==> config.mk <==
export PLATFORM = sky130hd
export DESIGN_NAME = mem_arbiter
export DESIGN_NICKNAME = d
export VERILOG_FILES = /design/src/rtl/mem_arbiter.sv
export SDC_FILE = /design/constraint.sdc
export NUM_CORES = 1
export LEC_CHECK = 0
export ABC_AREA = 1
export CORE_MARGIN = 8
export CORE_UTILIZATION = 57
export CTS_CLUSTER_SIZE = 12
export DETAILED_ROUTE_END_ITERATION = 10
export DONT_BUFFER_PORTS = 1
export GPL_ROUTABILITY_DRIVEN = 0
export PLACE_DENSITY = 0.72
export SETUP_SLACK_MARGIN = 0.15
export SLEW_MARGIN = 40
export SYNTH_ARGS = -nofsm -noshare
export SYNTH_HDL_FRONTEND = slang
export SYNTH_SLANG_ARGS = --single-unit
==> constraint.sdc <==
create_clock -name clock -period 2.12 [get_ports clock]
set_clock_uncertainty 0.05 [all_clocks]
set_input_delay 0.636 -clock clock [delete_from_list [all_inputs] [get_ports clock]]
set_output_delay 0.636 -clock clock [all_outputs]
set_load 0.02 [all_outputs]
==> src/rtl/mem_arbiter.sv <==
// Two-port data-memory arbiter: round-robin tie break with a bounded
// hold per grant so a streaming requester cannot starve the other port.
module mem_arbiter #(
  parameter int ADDR_W   = 8,
  parameter int DATA_W   = 16,
  parameter int MAX_HOLD = 8
) (
  input  logic              clock,
  input  logic              reset,
  input  logic              req0,
  input  logic              we0,
  input  logic [ADDR_W-1:0] addr0,
  input  logic [DATA_W-1:0] wdata0,
  output logic              gnt0,
  output logic              rvalid0,
  input  logic              req1,
  input  logic              we1,
  input  logic [ADDR_W-1:0] addr1,
  input  logic [DATA_W-1:0] wdata1,
  output logic              gnt1,
  output logic              rvalid1,
  output logic [DATA_W-1:0] rdata,
  output logic              mem_we,
  output logic [ADDR_W-1:0] mem_addr,
  output logic [DATA_W-1:0] mem_wdata,
  input  logic [DATA_W-1:0] mem_rdata
);

  typedef enum logic [1:0] {
    S_IDLE = 2'd0,
    S_GNT0 = 2'd1,
    S_GNT1 = 2'd2
  } state_t;

  localparam logic [7:0] HOLD_LAST = 8'(MAX_HOLD - 1);

  state_t      r_state;
  state_t      w_next;
  logic        r_last;
  logic [7:0]  r_hold_cnt;
  logic        r_rv0;
  logic        r_rv1;
  logic        w_acc0;
  logic        w_acc1;
  logic        w_chg;
  logic        w_sat;

  assign w_acc0 = (r_state == S_GNT0) && req0;
  assign w_acc1 = (r_state == S_GNT1) && req1;
  assign w_chg  = (w_next != r_state);
  assign w_sat  = (r_hold_cnt == HOLD_LAST);
  assign rdata  = mem_rdata;
  assign rvalid0 = r_rv0;
  assign rvalid1 = r_rv1;

  always_ff @(posedge clock or negedge reset) begin
    if (!reset) begin
      r_state    <= S_IDLE;
      r_last     <= 1'b1;
      r_hold_cnt <= 8'd0;
      r_rv0      <= 1'b0;
      r_rv1      <= 1'b0;
    end else begin
      r_state <= w_next;
      if (w_chg && w_next == S_GNT0) r_last <= 1'b0;
      if (w_chg && w_next == S_GNT1) r_last <= 1'b1;
      if (w_chg)
        r_hold_cnt <= 8'd0;
      else if ((w_acc0 || w_acc1) && !w_sat)
        r_hold_cnt <= r_hold_cnt + 8'd1;
      // rvalid follows the access, not the grant, so a switch keeps it
      r_rv0 <= w_acc0 && !we0;
      r_rv1 <= w_acc1 && !we1;
    end
  end

  always_comb begin
    w_next = r_state;
    unique case (r_state)
      S_IDLE: begin
        if (req0 && (!req1 || r_last)) w_next = S_GNT0;
        else if (req1)                 w_next = S_GNT1;
      end
      S_GNT0: begin
        if (!req0)              w_next = req1 ? S_GNT1 : S_IDLE;
        else if (req1 && w_sat) w_next = S_GNT1;
      end
      S_GNT1: begin
        if (!req1)              w_next = req0 ? S_GNT0 : S_IDLE;
        else if (req0 && w_sat) w_next = S_GNT0;
      end
      default: w_next = S_IDLE;
    endcase
  end

  always_comb begin
    gnt0      = (r_state == S_GNT0);
    gnt1      = (r_state == S_GNT1);
    mem_we    = 1'b0;
    mem_addr  = '0;
    mem_wdata = '0;
    unique case (1'b1)
      w_acc0: begin
        mem_we    = we0;
        mem_addr  = addr0;
        mem_wdata = wdata0;
      end
      w_acc1: begin
        mem_we    = we1;
        mem_addr  = addr1;
        mem_wdata = wdata1;
      end
      default: ;
    endcase
  end

endmodule

## Word-level counts from Yosys, hierarchy flattened

Index checks and enable logic that the tools add are counted.
W data, S select, Z words.

| storage, ports and cells | value |
|---|---|
| register bits | 13 |
| input bits | 70 |

| operators by class | value |
|---|---|
| equality and inequality tests | 6 |
| reduce and logical (&&, ||, !) cells | 19 |
| multiplexer cells | 16 |
| $add $sub $neg | 1 |

Operator list:

| kind | number |
|---|---|
| $pmux W16 S2 | 1 |
| $mux W8 | 2 |
| $pmux W8 S2 | 1 |
| $mux W2 | 7 |
| $logic_and A1 B1 Y1 | 10 |
| $add A8 B1 Y8 const B | 1 |
| $eq A8 B3 Y1 const B | 1 |
| $pmux W2 S3 | 1 |
| $eq A2 B1 Y1 const B | 2 |
| $eq A2 B2 Y1 const B | 2 |
| $logic_not A1 Y1 | 4 |
| $reduce_bool A2 Y1 | 2 |
| $mux W1 | 3 |
| $logic_not A2 Y1 | 1 |
| $logic_or A1 B1 Y1 | 2 |
| $ne A2 B2 Y1 | 1 |
| $pmux W1 S2 | 1 |

## Depth between registers and ports, before layout

Gate-level depths: netlist of the first run.

| logic depth | value |
|---|---|
| depth after elaboration | 9 |
| gate-level depth with buffers | 10 |

## Worst setup path before layout of the first run

Ideal clock, no wire load.

| timing path | value |
|---|---|
| path type | register to output |
| start | register r_state[0] |
| end | output port mem_addr[0] |
| buffers on the path | 1 |
| required time | 1.434 ns |
| arrival time | 1.404 ns |
| cell stages (with the launch flop) | 7 |
| setup slack | 0.030 ns |
| cell sequence | dfrtp_1 -> inv_2 -> nor2_2 -> nand2_2 -> inv_2 -> buf_2 -> a22o_1 |

| between the ends | value |
|---|---|
| word-level cells in the longest chain between the ends | 3 |

RTL lines:

| what | line | text |
|---|---|---|
| start, declared | 37 | `state_t r_state;` |
| start signal, assigned | 64 | `r_state <= w_next;` |
| $eq A2 B1 Y1 | n/a |  |
| via gnt0 | 14 | `output logic gnt0,` |
| $logic_and A1 B1 Y1 | 48 | `assign w_acc0 = (r_state == S_GNT0) && req0;` |
| $pmux W8 S2 | 102 | `unique case (1'b1)` |
| end, declared | 24 | `output logic [ADDR_W-1:0] mem_addr,` |

The timed path passes the listed nets, and every way through them passes these cells.

## Worst setup path after layout of the first run

| timing path | value |
|---|---|
| start | register r_state[0] |
| end | output port mem_wdata[5] |

| between the ends | value |
|---|---|
| word-level cells in the longest chain between the ends | 3 |

RTL lines:

| what | line | text |
|---|---|---|
| $eq A2 B2 Y1 or $eq A2 B1 Y1 (tied branches) | 49, 48 |  |
| $logic_and A1 B1 Y1 (on tied branches) | 49, 48 |  |
| $pmux W16 S2 (*) | 102 |  |
| end, declared | 25 | `output logic [DATA_W-1:0] mem_wdata,` |

Every way passes the cells marked *; elsewhere a longest branch is shown, timed or not.

==> results of run 1 <==
registers in the layout (all words and copies together), names as in the netlist:
| register | flops |
|---|---|
| rvalid1 | 1 |
| r_state | 2 |
| r_hold_cnt | 8 |
| rvalid0 | 1 |
| r_last | 1 |
cell families (layout without fill, tap and decap cells):
family	count (synthesis)	count (layout)	synth area share
flops	13	13	0.279
simple gates	67	67	0.276
compound gates	31	31	0.228
buf+inv	35	36	0.169
fa+ha+maj	1	1	0.0107
xor+xnor	5	5	0.0374
through the flow:
| step | instances | util | total power, mW |
|---|---|---|---|
| 6_report | 180 | 0.782 | 1.71 |
| 5_1_grt | 180 | 0.782 | 1.80 |
| 4_1_cts | 175 | 0.755 | 1.62 |
| 3_5_place_dp | 161 | 0.562 | 1.15 |
| 3_3_place_gp | 161 | 0.562 | 1.14 |
| 2_1_floorplan | 152 | - | 1.07 |
area by class of cell:
cell class                      count  area, µm²  area share
Multi-Input combinational cell    104        896       0.590
Clock buffer                        3       22.5      0.0148
Timing Repair inverter              3       38.8      0.0256
Inverter                           15       85.1      0.0561
Clock inverter                      1       5.00     0.00330
Sequential cell                    13        329       0.217
Tap cell                           27       33.8      0.0223
Timing Repair Buffer               14        108      0.0709
how the worst max path moves through the flow:
stage | cells after the start | to | slack (ns) | startpoint
6_report | 5 | mem_wdata[5] | 0.06 | r_state[0]$_DFF_PN0_
3_5_place_dp | 5 | mem_wdata[8] | 0.01 | r_state[1]$_DFF_PN0_
3_3_place_gp | 5 | mem_wdata[8] | 0.07 | r_state[1]$_DFF_PN0_
5_1_grt | 5 | mem_wdata[5] | 0.003 | r_state[0]$_DFF_PN0_
4_1_cts | 5 | mem_we | 0.07 | r_state[0]$_DFF_PN0_
2_1_floorplan | 6 | mem_addr[0] | 0.09 | r_state[0]$_DFF_PN0_
repair_timing:
| action | CTS | global route |
|---|---|---|
| setup endpoints to repair | 25 | 25 |
| pin swaps | 2 | 16 |
| buffers inserted | 7 | 4 |
| gates cloned | 2 | 1 |
| hold endpoints to repair | 12 | 0 |
| hold buffers | 1 | 0 |
| gates resized for setup | 64 | 4 |
cell usage in the layout (no fill, tap or decap), types with 3 or more instances in the layout:
cell	instances
sky130_fd_sc_hd__a22o_4	25
sky130_fd_sc_hd__nand2_2	3
sky130_fd_sc_hd__nand3_1	8
sky130_fd_sc_hd__dfrtp_1	10
sky130_fd_sc_hd__nor2_1	12
sky130_fd_sc_hd__nor2_2	9
sky130_fd_sc_hd__buf_4	13
sky130_fd_sc_hd__nor3_1	5
sky130_fd_sc_hd__clkbuf_4	3
sky130_fd_sc_hd__xor2_1	5
sky130_fd_sc_hd__nand2_1	23
sky130_fd_sc_hd__inv_1	10
routing by layer:
metal,global-route usage,vias to the layer above,wire length [µm]
met5,0,-,0
met2,0.366,80,2120
li1,-,506,-
met3,0.100,18,558
met4,0.0649,0,123
met1,0.216,504,1560
worst register-to-register path, stage by stage, from the launching register on:
cell and delay, ns:
sky130_fd_sc_hd__dfrtp_2 0.42, sky130_fd_sc_hd__inv_4 0.05, sky130_fd_sc_hd__nor2_4 0.19, sky130_fd_sc_hd__nand2_8 0.16, sky130_fd_sc_hd__buf_4 0.18, sky130_fd_sc_hd__buf_4 0.12, sky130_fd_sc_hd__nand2_2 0.07, sky130_fd_sc_hd__o21ai_4 0.09
sky130_fd_sc_hd__nor2_1 0.15, sky130_fd_sc_hd__xor2_1 0.20, sky130_fd_sc_hd__nor2_2 0.06
power by group through the flow:
stage / Combinational (mW) / Clock, mW / Sequential (mW)
2_1_floorplan: 0.727 / 0 / 0.348
3_3_place_gp: 0.783 / 0 / 0.356
3_5_place_dp: 0.794 / 0 / 0.358
4_1_cts: 1.11 / 0.155 / 0.355
5_1_grt: 1.27 / 0.172 / 0.360
6_report: 1.20 / 0.152 / 0.355
==> impl_metrics.xml, run 1 <==
<?xml version="1.0" encoding="UTF-8"?>
<metrics>
  <group name="pwr">
    <metric name="total_leakage_power" unit="nW">0.739</metric>
    <metric name="power.ir.vdd_worst" unit="V">0.000838</metric>
    <metric name="p_comb_frac" unit="">0.704</metric>
    <metric name="clock_power_share" unit="">0.089</metric>
    <metric name="internal_power" unit="mW">0.845</metric>
    <metric name="sw_frac" unit="">0.506</metric>
    <metric name="register_share_of_total_power" unit="">0.207</metric>
    <metric name="power.density" unit="nW/µm²">1130</metric>
    <metric name="switching_power" unit="mW">0.866</metric>
  </group>
  <group name="cells_and_area">
    <metric name="post-route-cell-area" unit="µm²">1520</metric>
    <metric name="design.final.nets" unit="">225</metric>
    <metric name="share_of_post_route_cells_with_drive_strength_above_1" unit="">0.484</metric>
    <metric name="fillerInstances" unit="">112</metric>
    <metric name="syn_to_final_growth" unit="%">29.5</metric>
    <metric name="diodes" unit="">0</metric>
  </group>
  <group name="synthesis">
    <metric name="syn_area" unit="µm²">1170</metric>
    <metric name="synth_sequential_area_ratio" unit="">0.279</metric>
    <metric name="ys_dominant_reg_cell" unit="">sky130_fd_sc_hd__dfrtp_1</metric>
    <metric name="post_synth_main_area_contributors" unit="">sky130_fd_sc_hd__dfrtp_1 26%, sky130_fd_sc_hd__a22o_1 19%, sky130_fd_sc_hd__buf_4 10%, sky130_fd_sc_hd__nand2_1 7.4%, sky130_fd_sc_hd__nor2_2 5.9%</metric>
    <metric name="synth.largest_area_cell" unit="">sky130_fd_sc_hd__dfrtp_1</metric>
    <metric name="post_synth_inst_count" unit="">152</metric>
    <metric name="share_of_async_settable_or_async_resettable_flops_after_synthesis" unit="">1.00</metric>
    <metric name="synth_most_common_cell" unit="">sky130_fd_sc_hd__a22o_1</metric>
    <metric name="post-synth-top-area-fraction" unit="">0.256</metric>
    <metric name="yosys.cell_types.count" unit="">23</metric>
    <metric name="synth_enable_flop_cells" unit="">0</metric>
    <metric name="synth_commonest_cells" unit="">25 x sky130_fd_sc_hd__a22o_1, 23 x sky130_fd_sc_hd__nand2_1, 16 x sky130_fd_sc_hd__buf_4, 12 x sky130_fd_sc_hd__dfrtp_1, 12 x sky130_fd_sc_hd__nor2_1</metric>
    <metric name="mappedNetlistNets" unit="">223</metric>
    <metric name="post_synth.cell_area_avg" unit="µm²">7.71</metric>
    <metric name="synth-seq-cells" unit="">13</metric>
    <metric name="ys_warn_count" unit="">0</metric>
  </group>
  <group name="setup_path">
    <metric name="critical_path_arrival" unit="ns">1.38</metric>
    <metric name="critical-path-top-delay-family" unit="">flip-flops</metric>
    <metric name="crit_required" unit="ns">1.43</metric>
    <metric name="crit_path_cell_trace" unit="">inv_2, nor2_4, nand2_4, inv_12, a22o_4</metric>
    <metric name="crit-reg2reg-capture" unit="">r_hold_cnt[4]$_DFFE_PN0P_</metric>
    <metric name="cpMaxStageDelayCell" unit="">sky130_fd_sc_hd__dfrtp_2</metric>
    <metric name="worstSetupEndpointType" unit="">output port</metric>
    <metric name="cpPeakStageDelay" unit="ns">0.45</metric>
    <metric name="worst-r2r-setup-slack" unit="ns">0.29</metric>
    <metric name="startpoint_type" unit="">flop</metric>
    <metric name="worst_reg2reg_startpoint" unit="">r_state[1]$_DFF_PN0_</metric>
    <metric name="crit_type" unit="">flop to output port</metric>
    <metric name="cp_max_fo" unit="">27</metric>
    <metric name="logic_depth_of_the_worst_register_to_register_path" unit="">10</metric>
    <metric name="path_buf_inv" unit="">2</metric>
  </group>
  <group name="drt">
    <metric name="via_count" unit="">1108</metric>
    <metric name="wirelength" unit="µm">4370</metric>
    <metric name="drtIter0Drc" unit="">79</metric>
    <metric name="final_antenna_net_count" unit="">0</metric>
    <metric name="post_drt_wl_per_cell" unit="µm">24.3</metric>
    <metric name="remaining_drc_errors" unit="">0</metric>
    <metric name="detail_route.vias_per_cell" unit="">6.16</metric>
    <metric name="first_pass_iters" unit="">4</metric>
  </group>
  <group name="die">
    <metric name="num_rows" unit="">16</metric>
    <metric name="die_x" unit="µm">61.4</metric>
    <metric name="dieHeight" unit="µm">61.4</metric>
    <metric name="design.die.area" unit="µm²">3760</metric>
    <metric name="ioPinCount" unit="">115</metric>
    <metric name="effective_utilization_at_floorplan" unit="">0.604</metric>
    <metric name="core_region_area" unit="µm²">1940</metric>
  </group>
  <group name="timing">
    <metric name="timing.hold.ws" unit="ns">0.142</metric>
    <metric name="period_minus_slack" unit="ns">2.06</metric>
    <metric name="slew-limit-headroom" unit="">0.644</metric>
    <metric name="final_setup_margin" unit="ns">0.0569</metric>
    <metric name="final_max_slew_viols" unit="">0</metric>
    <metric name="setup_viol_count_final" unit="">0</metric>
    <metric name="unrepaired_setup_endpoints_after_global_routing" unit="">yes</metric>
    <metric name="period_share" unit="">0.973</metric>
    <metric name="finalHoldViolCount" unit="">0</metric>
    <metric name="fmax" unit="GHz">0.485</metric>
    <metric name="finalSetupTns" unit="ns">0</metric>
    <metric name="tightestPinTransition" unit="ns">0.532</metric>
  </group>
  <group name="global_route">
    <metric name="globalRouteTotalUtil" unit="">0.209</metric>
    <metric name="vias_in_the_first_global_route" unit="">1059</metric>
    <metric name="grt_start_max_net_pins" unit="">28</metric>
    <metric name="antenna_violations_before_repair" unit="">0</metric>
    <metric name="grt_pass1_wl" unit="µm">5820</metric>
    <metric name="global_route_total_overflow" unit="">0</metric>
  </group>
  <group name="placement">
    <metric name="dpl.hpwl" unit="µm">2770</metric>
    <metric name="place.port_buffers" unit="">0</metric>
    <metric name="detailed_place.area" unit="µm²">1090</metric>
    <metric name="detailedPlace.worstSlack" unit="ns">0.0110</metric>
  </group>
  <group name="clock_tree">
    <metric name="cts-buffers-inserted" unit="">3</metric>
    <metric name="root_buffer" unit="">sky130_fd_sc_hd__clkbuf_4</metric>
    <metric name="cts_buffer_depth" unit="">2</metric>
    <metric name="tritoncts" unit="">built</metric>
    <metric name="clock_tree.htree_level_count" unit="">1</metric>
    <metric name="worst_setup_hold_path_clk_slew" unit="ns">0.08</metric>
    <metric name="cts.sinks" unit="">13</metric>
    <metric name="clk_latency" unit="ns">0.28</metric>
  </group>
  <group name="status">
    <metric name="run_status" unit="">finished, final reports clean</metric>
  </group>
  <group name="flow_run">
    <metric name="cap_viol_max_count" unit="">0</metric>
  </group>
  <group name="min_path">
    <metric name="hold_class" unit="">input pin to asynchronous set/reset pin</metric>
  </group>
</metrics>
No activity file was read; power rests on OpenSTA's default activity.
==> run 2: changes to the inputs <==
--- a/config.mk
+++ b/config.mk
@@ -8,13 +8,14 @@
 export ABC_AREA = 1
 export CORE_MARGIN = 8
 export CORE_UTILIZATION = 57
+export CTS_BUF_LIST = sky130_fd_sc_hd__clkbuf_16
 export CTS_CLUSTER_SIZE = 12
 export DETAILED_ROUTE_END_ITERATION = 10
 export DONT_BUFFER_PORTS = 1
 export GPL_ROUTABILITY_DRIVEN = 0
 export PLACE_DENSITY = 0.72
 export SETUP_SLACK_MARGIN = 0.15
-export SLEW_MARGIN = 40
+export SLEW_MARGIN = 20
 export SYNTH_ARGS = -nofsm -noshare
 export SYNTH_HDL_FRONTEND = slang
 export SYNTH_SLANG_ARGS = --single-unit
==> run 2 against run 1 <==
Critical path depth fell by 1. Power rose by 12%. Global-route usage fell by 0.15 points. Clock power rose by 130%. First-iteration DRC count rose by 16%. Cell count fell by 1.7%. Non-clock buffer count fell by 5. Maximum frequency rose by 2.5%. Sequential share of layout area fell by 0.51 points. Via count rose by 2.6%. Sequential power barely moved. Largest power group unchanged. Clock-buffer cell count did not move.
==> impl_metrics.xml, run 2 (same netlist as run 1, synthesis figures left out) <==
<?xml version="1.0" encoding="UTF-8"?>
<metrics>
  <group name="global_route">
    <metric name="globalRouteTotalUtil" unit="">0.208</metric>
    <metric name="grt_start_max_net_pins" unit="">28</metric>
    <metric name="global_route_total_overflow" unit="">0</metric>
    <metric name="grt_pass1_wl" unit="µm">5790</metric>
    <metric name="vias_in_the_first_global_route" unit="">1047</metric>
    <metric name="antenna_violations_before_repair" unit="">0</metric>
  </group>
  <group name="setup_path">
    <metric name="logic_depth_of_the_worst_register_to_register_path" unit="">10</metric>
    <metric name="worst_setup_path_startpoint" unit="">r_state[1]$_DFF_PN0_</metric>
    <metric name="critical_path_arrival" unit="ns">1.33</metric>
    <metric name="crit_required" unit="ns">1.43</metric>
    <metric name="cp_max_fo" unit="">13</metric>
    <metric name="startpoint_type" unit="">flop</metric>
    <metric name="worst-r2r-setup-slack" unit="ns">0.35</metric>
    <metric name="worstSetupEndpointType" unit="">output port</metric>
    <metric name="worst_reg2reg_startpoint" unit="">r_hold_cnt[0]$_DFFE_PN0P_</metric>
    <metric name="crit_type" unit="">flop to output port</metric>
    <metric name="crit_path_end" unit="">mem_wdata[13]</metric>
    <metric name="crit-reg2reg-capture" unit="">r_hold_cnt[5]$_DFFE_PN0P_</metric>
  </group>
  <group name="timing">
    <metric name="unrepaired_setup_endpoints_after_global_routing" unit="">yes</metric>
    <metric name="period_minus_slack" unit="ns">2.01</metric>
    <metric name="slew-limit-headroom" unit="">0.797</metric>
    <metric name="final_setup_margin" unit="ns">0.108</metric>
    <metric name="period_share" unit="">0.949</metric>
    <metric name="final_max_slew_viols" unit="">0</metric>
    <metric name="tightestPinTransition" unit="ns">0.302</metric>
    <metric name="setup_viol_count_final" unit="">0</metric>
    <metric name="finalSetupTns" unit="ns">0</metric>
    <metric name="finalHoldViolCount" unit="">0</metric>
    <metric name="fmax" unit="GHz">0.497</metric>
  </group>
  <group name="cells_and_area">
    <metric name="regMostFlops" unit="">r_hold_cnt</metric>
    <metric name="largest_register_ff_count" unit="">8</metric>
    <metric name="most-common-layout-cells" unit="">25 x sky130_fd_sc_hd__a22o_4, 23 x sky130_fd_sc_hd__nand2_1, 12 x sky130_fd_sc_hd__nor2_1, 10 x sky130_fd_sc_hd__inv_1, 10 x sky130_fd_sc_hd__dfrtp_1</metric>
    <metric name="layout.cells.most_common" unit="">sky130_fd_sc_hd__a22o_4</metric>
    <metric name="syn_to_final_growth" unit="%">32.6</metric>
    <metric name="design.final.nets" unit="">222</metric>
    <metric name="diodes" unit="">0</metric>
    <metric name="post-route-cell-area" unit="µm²">1550</metric>
    <metric name="share_of_post_route_cells_with_drive_strength_above_1" unit="">0.480</metric>
    <metric name="largest_registers" unit="">r_hold_cnt x8, r_state x2</metric>
  </group>
  <group name="drt">
    <metric name="remaining_drc_errors" unit="">0</metric>
    <metric name="via_count" unit="">1137</metric>
    <metric name="final_antenna_net_count" unit="">0</metric>
    <metric name="post_drt_wl_per_cell" unit="µm">25.6</metric>
    <metric name="drtIter0Drc" unit="">92</metric>
    <metric name="detail_route.vias_per_cell" unit="">6.42</metric>
    <metric name="first_pass_iters" unit="">4</metric>
    <metric name="wirelength" unit="µm">4530</metric>
  </group>
  <group name="clock_tree">
    <metric name="root_buffer" unit="">sky130_fd_sc_hd__clkbuf_16</metric>
    <metric name="clk_latency" unit="ns">0.24</metric>
    <metric name="clock_tree.htree_level_count" unit="">1</metric>
    <metric name="worst_setup_hold_path_clk_slew" unit="ns">0.05</metric>
    <metric name="cts-hold-fix-buffers" unit="">0</metric>
    <metric name="cts_buffer_depth" unit="">2</metric>
    <metric name="tritoncts" unit="">built</metric>
    <metric name="cts.sinks" unit="">13</metric>
    <metric name="cts-buffers-inserted" unit="">3</metric>
  </group>
  <group name="die">
    <metric name="dieHeight" unit="µm">61.4</metric>
    <metric name="core_region_area" unit="µm²">1940</metric>
    <metric name="ioPinCount" unit="">115</metric>
    <metric name="num_rows" unit="">16</metric>
    <metric name="design.die.area" unit="µm²">3760</metric>
    <metric name="die_x" unit="µm">61.4</metric>
    <metric name="effective_utilization_at_floorplan" unit="">0.604</metric>
  </group>
  <group name="placement">
    <metric name="detailedPlace.worstSlack" unit="ns">0.0110</metric>
    <metric name="dpl.hpwl" unit="µm">2770</metric>
    <metric name="detailed_place.area" unit="µm²">1090</metric>
    <metric name="place.port_buffers" unit="">0</metric>
  </group>
  <group name="pwr">
    <metric name="total_leakage_power" unit="nW">0.749</metric>
    <metric name="power.total" unit="mW">1.91</metric>
    <metric name="power.ir.vdd_worst" unit="V">0.000834</metric>
    <metric name="power.density" unit="nW/µm²">1230</metric>
  </group>
  <group name="min_path">
    <metric name="hold_class" unit="">input pin to asynchronous set/reset pin</metric>
  </group>
  <group name="status">
    <metric name="run_status" unit="">finished, final reports clean</metric>
  </group>
  <group name="flow_run">
    <metric name="cap_viol_max_count" unit="">0</metric>
  </group>
</metrics>
-- run 2: changes by cell type in the layout (fill, tap and decap cells not counted) --
| cell | change |
|---|---|
| sky130_fd_sc_hd__clkbuf_4 | -3 |
| sky130_fd_sc_hd__nand2_4 | -1 |
| sky130_fd_sc_hd__buf_4 | -4 |
| sky130_fd_sc_hd__nand2_8 | +1 |
| sky130_fd_sc_hd__inv_6 | +1 |
| sky130_fd_sc_hd__inv_8 | +2 |
| sky130_fd_sc_hd__clkinv_8 | -1 |
| sky130_fd_sc_hd__clkbuf_16 | +3 |
| sky130_fd_sc_hd__dlygate4sd3_1 | -1 |
-- run 2: worst min-delay path by stage --
stage | from | endpoint | slack (ns) | cells after the start
2_1_floorplan | reset | r_hold_cnt[0]$_DFFE_PN0P_ | 0.29 | 0
3_3_place_gp | reset | r_hold_cnt[0]$_DFFE_PN0P_ | 0.29 | 0
3_5_place_dp | reset | r_hold_cnt[0]$_DFFE_PN0P_ | 0.29 | 0
4_1_cts | reset | r_state[0]$_DFF_PN0_ | 0.04 | 0
5_1_grt | reset | rvalid1$_DFF_PN0_ | 0.03 | 0
6_report | reset | rvalid1$_DFF_PN0_ | 0.04 | 0
-- run 2: layer usage --
| metal | part of all wire | GRT usage |
|---|---|---|
| met5 | 0 | 0 |
| met3 | 0.15 | 0.111 |
| met2 | 0.49 | 0.357 |
| met1 | 0.33 | 0.206 |
| met4 | 0.034 | 0.0844 |
-- run 2: layout make-up --
| class | instances | area (µm²) |
|---|---|---|
| clock buffers | 3 | 75.1 |
| clock inverters | 1 | 5.00 |
| fillers | 113 | 388 |
| inverters | 15 | 85.1 |
| multi-input cells | 104 | 905 |
| flip-flops and latches | 13 | 329 |
| well taps | 27 | 33.8 |
| repair buffers | 9 | 67.6 |
| repair inverters | 5 | 53.8 |
-- run 2: metrics by stage --
step / hold slack [ns] / cells / util
4_1_cts: 0.0353 / 173 / 0.773
5_1_grt: 0.0272 / 177 / 0.800
3_3_place_gp: 0.291 / 161 / 0.562
2_1_floorplan: 0.290 / 152 / -
6_report: 0.0374 / 177 / 0.800
3_5_place_dp: 0.291 / 161 / 0.562
-- run 2: worst max-delay path, cell delays in order (launching register included) --
cell and delay (ns):
sky130_fd_sc_hd__dfrtp_2 0.44, sky130_fd_sc_hd__nor2_4 0.19, sky130_fd_sc_hd__nand2_8 0.13, sky130_fd_sc_hd__inv_8 0.14, sky130_fd_sc_hd__a22o_4 0.19
-- run 2: power breakdown --
group / leakage (nW) / total (mW) / internal [mW] / switching (mW)
Sequential: 0.172 / 0.356 / 0.302 / 0.0537
Combinational: 0.536 / 1.20 / 0.455 / 0.744
Clock: 0.0409 / 0.354 / 0.251 / 0.103
-- run 2: what timing repair did --
action                     4_1_cts  5_1_grt
gates resized for setup         64        5
hold endpoints to repair         0        0
buffers inserted                 6        1
setup endpoints to repair       25       25
cloned                           2        3
pin swaps                        2        1
==> run 3: changes to the inputs <==
--- a/config.mk
+++ b/config.mk
@@ -7,13 +7,12 @@
 export LEC_CHECK = 0
 export ABC_AREA = 1
 export CORE_MARGIN = 8
-export CORE_UTILIZATION = 57
+export CORE_UTILIZATION = 38
 export CTS_BUF_LIST = sky130_fd_sc_hd__clkbuf_16
 export CTS_CLUSTER_SIZE = 12
 export DETAILED_ROUTE_END_ITERATION = 10
 export DONT_BUFFER_PORTS = 1
 export GPL_ROUTABILITY_DRIVEN = 0
-export PLACE_DENSITY = 0.72
 export SETUP_SLACK_MARGIN = 0.15
 export SLEW_MARGIN = 20
 export SYNTH_ARGS = -nofsm -noshare
==> run 3 against run 2 <==
First-iteration DRC count fell by 59%. Worst hold slack better by 0.0059 ns. Routed wire length decreased by 15%. Global-route usage down 6.8 points. Final area down 3.1%. Die area up 36%. Sequential power increased by 1%. Critical endpoint is now mem_we.
==> impl_metrics.xml, run 3 (same netlist as run 1, synthesis figures left out) <==
<?xml version="1.0" encoding="UTF-8"?>
<metrics>
  <group name="status">
    <metric name="run_status" unit="">finished, final reports clean</metric>
  </group>
  <group name="clock_tree">
    <metric name="cts-buffers-inserted" unit="">3</metric>
    <metric name="cts.sinks" unit="">13</metric>
    <metric name="clk_latency" unit="ns">0.24</metric>
    <metric name="cts-hold-fix-buffers" unit="">0</metric>
    <metric name="worst_setup_hold_path_clk_slew" unit="ns">0.04</metric>
    <metric name="cts_buffer_depth" unit="">2</metric>
    <metric name="tritoncts" unit="">built</metric>
    <metric name="root_buffer" unit="">sky130_fd_sc_hd__clkbuf_16</metric>
    <metric name="clock_tree.htree_level_count" unit="">1</metric>
  </group>
  <group name="cells_and_area">
    <metric name="diodes" unit="">0</metric>
    <metric name="share_of_post_route_cells_with_drive_strength_above_1" unit="">0.463</metric>
    <metric name="fillerInstances" unit="">287</metric>
    <metric name="largest_registers" unit="">r_hold_cnt x8, r_state x2</metric>
    <metric name="largest_register_ff_count" unit="">8</metric>
    <metric name="regMostFlops" unit="">r_hold_cnt</metric>
    <metric name="most-common-layout-cells" unit="">25 x sky130_fd_sc_hd__a22o_4, 23 x sky130_fd_sc_hd__nand2_1, 12 x sky130_fd_sc_hd__nor2_1, 11 x sky130_fd_sc_hd__inv_1, 10 x sky130_fd_sc_hd__dfrtp_1</metric>
    <metric name="design.final.nets" unit="">219</metric>
    <metric name="syn_to_final_growth" unit="%">28.5</metric>
    <metric name="layout.cells.most_common" unit="">sky130_fd_sc_hd__a22o_4</metric>
    <metric name="fin_cells" unit="">180</metric>
  </group>
  <group name="drt">
    <metric name="via_count" unit="">1037</metric>
    <metric name="remaining_drc_errors" unit="">0</metric>
    <metric name="wirelength" unit="µm">3860</metric>
    <metric name="first_pass_iters" unit="">4</metric>
    <metric name="drtIter0Drc" unit="">38</metric>
    <metric name="detail_route.vias_per_cell" unit="">5.76</metric>
    <metric name="post_drt_wl_per_cell" unit="µm">21.4</metric>
    <metric name="final_antenna_net_count" unit="">0</metric>
  </group>
  <group name="placement">
    <metric name="place.port_buffers" unit="">0</metric>
    <metric name="place_inst" unit="">167</metric>
    <metric name="dpl.hpwl" unit="µm">2960</metric>
  </group>
  <group name="setup_path">
    <metric name="crit_type" unit="">flop to output port</metric>
    <metric name="cpMaxStageDelayCell" unit="">sky130_fd_sc_hd__dfrtp_2</metric>
    <metric name="startpoint_type" unit="">flop</metric>
    <metric name="crit_path_cell_trace" unit="">inv_2, nor2_4, nand2_4, inv_8, a22o_4</metric>
    <metric name="critical_path_arrival" unit="ns">1.32</metric>
    <metric name="logic_depth_of_the_worst_register_to_register_path" unit="">10</metric>
    <metric name="worst-r2r-setup-slack" unit="ns">0.42</metric>
    <metric name="crit-reg2reg-capture" unit="">r_hold_cnt[7]$_DFFE_PN0P_</metric>
    <metric name="worstSetupEndpointType" unit="">output port</metric>
    <metric name="worst_reg2reg_startpoint" unit="">r_hold_cnt[0]$_DFFE_PN0P_</metric>
    <metric name="crit_required" unit="ns">1.43</metric>
    <metric name="cpPeakStageDelay" unit="ns">0.44</metric>
    <metric name="cp_max_fo" unit="">14</metric>
  </group>
  <group name="pwr">
    <metric name="power.ir.vdd_worst" unit="V">0.000475</metric>
    <metric name="sw_frac" unit="">0.454</metric>
    <metric name="power.density" unit="nW/µm²">1190</metric>
    <metric name="total_leakage_power" unit="nW">0.739</metric>
    <metric name="register_share_of_total_power" unit="">0.200</metric>
    <metric name="p_comb_frac" unit="">0.609</metric>
    <metric name="clock_power_share" unit="">0.191</metric>
    <metric name="internal_power" unit="mW">0.980</metric>
    <metric name="power.total" unit="mW">1.79</metric>
    <metric name="switching_power" unit="mW">0.815</metric>
  </group>
  <group name="global_route">
    <metric name="global_route_total_overflow" unit="">0</metric>
    <metric name="globalRouteTotalUtil" unit="">0.140</metric>
    <metric name="grt_start_max_net_pins" unit="">15</metric>
    <metric name="antenna_violations_before_repair" unit="">0</metric>
    <metric name="grt_pass1_wl" unit="µm">5730</metric>
    <metric name="vias_in_the_first_global_route" unit="">1050</metric>
  </group>
  <group name="timing">
    <metric name="final_max_slew_viols" unit="">0</metric>
    <metric name="period_minus_slack" unit="ns">2.01</metric>
    <metric name="fmax" unit="GHz">0.498</metric>
    <metric name="unrepaired_setup_endpoints_after_global_routing" unit="">yes</metric>
    <metric name="tightestPinTransition" unit="ns">0.287</metric>
    <metric name="period_share" unit="">0.946</metric>
    <metric name="setup_viol_count_final" unit="">0</metric>
    <metric name="timing.hold.ws" unit="ns">0.0433</metric>
    <metric name="finalHoldViolCount" unit="">0</metric>
    <metric name="slew-limit-headroom" unit="">0.807</metric>
  </group>
  <group name="flow_run">
    <metric name="cap_viol_max_count" unit="">0</metric>
  </group>
  <group name="die">
    <metric name="die_x" unit="µm">71.5</metric>
    <metric name="core_region_area" unit="µm²">3000</metric>
    <metric name="num_rows" unit="">20</metric>
    <metric name="design.die.area" unit="µm²">5120</metric>
    <metric name="dieHeight" unit="µm">71.5</metric>
    <metric name="ioPinCount" unit="">115</metric>
    <metric name="effective_utilization_at_floorplan" unit="">0.390</metric>
  </group>
  <group name="min_path">
    <metric name="hold_class" unit="">input pin to asynchronous set/reset pin</metric>
  </group>
</metrics>
==> run 3: changes by cell type in the layout (fill, tap and decap cells not counted) <==
cell and delta:
sky130_fd_sc_hd__nand2_4 +2, sky130_fd_sc_hd__nand2_8 -2, sky130_fd_sc_hd__clkinv_2 -1, sky130_fd_sc_hd__inv_1 +1, sky130_fd_sc_hd__inv_12 -1, sky130_fd_sc_hd__inv_6 -1
sky130_fd_sc_hd__inv_8 -1
==> run 3: repair_timing <==
action	4_1_cts	5_1_grt
gates cloned	2	0
setup buffers	7	0
setup endpoints to repair	25	25
resized for setup	54	7
pin swaps	3	2
==> run 3: layout make-up <==
| class | instances | area, µm² | area share |
|---|---|---|---|
| Sequential cell | 13 | 329 | 0.218 |
| Multi-Input combinational cell | 104 | 887 | 0.589 |
| Clock buffer | 3 | 75.1 | 0.0498 |
| Tap cell | 33 | 41.3 | 0.0274 |
| Timing Repair inverter | 2 | 22.5 | 0.0150 |
| Inverter | 15 | 80.1 | 0.0532 |
| Timing Repair Buffer | 9 | 67.6 | 0.0449 |
| Clock inverter | 1 | 3.75 | 0.00249 |
==> run 3: worst max path at each step <==
stage / slack, ns / endpoint / start
final: 0.11 / mem_we / r_state[0]$_DFF_PN0_
after global routing: 0.07 / mem_wdata[7] / r_state[0]$_DFF_PN0_
after CTS: 0.10 / mem_wdata[1] / r_state[0]$_DFF_PN0_
after detailed placement: -0.01 / mem_wdata[15] / r_state[0]$_DFF_PN0_
after global placement: 0.05 / mem_wdata[15] / r_state[1]$_DFF_PN0_
after floorplan: 0.09 / mem_addr[0] / r_state[0]$_DFF_PN0_
==> run 3: per-layer routing <==
metal | share of wire | track usage
met4 | 0.0062 | 0.0385
met5 | 0 | 0
met3 | 0.14 | 0.0656
met1 | 0.33 | 0.133
met2 | 0.52 | 0.260
==> run 3: metrics by stage <==
step	area, µm²	utilization	setup TNS [ns]	worst slack, ns
floorplan	1180	-	0	0.0903
global placement	1100	0.366	0	0.0489
detailed placement	1100	0.366	-0.0171	-0.0145
CTS	1450	0.484	0	0.102
global route	1510	0.502	0	0.0691
finish	1510	0.502	0	0.114
==> run 3: power by group through the flow <==
stage	Sequential [mW]	Combinational [mW]	Clock, mW
global route	0.366	1.18	0.362
CTS	0.358	1.06	0.353
floorplan	0.348	0.727	0
finish	0.360	1.09	0.342
detailed placement	0.358	0.800	0
global placement	0.355	0.787	0
==> run 3: critical path, delay by kind of cell (launching register included) <==
family	cells	cell delay [ns]
flip-flops	1	0.44
buffers and inverters	2	0.17
AND/OR/NAND/NOR	2	0.18
AO/OA/AOI/OAI	1	0.28
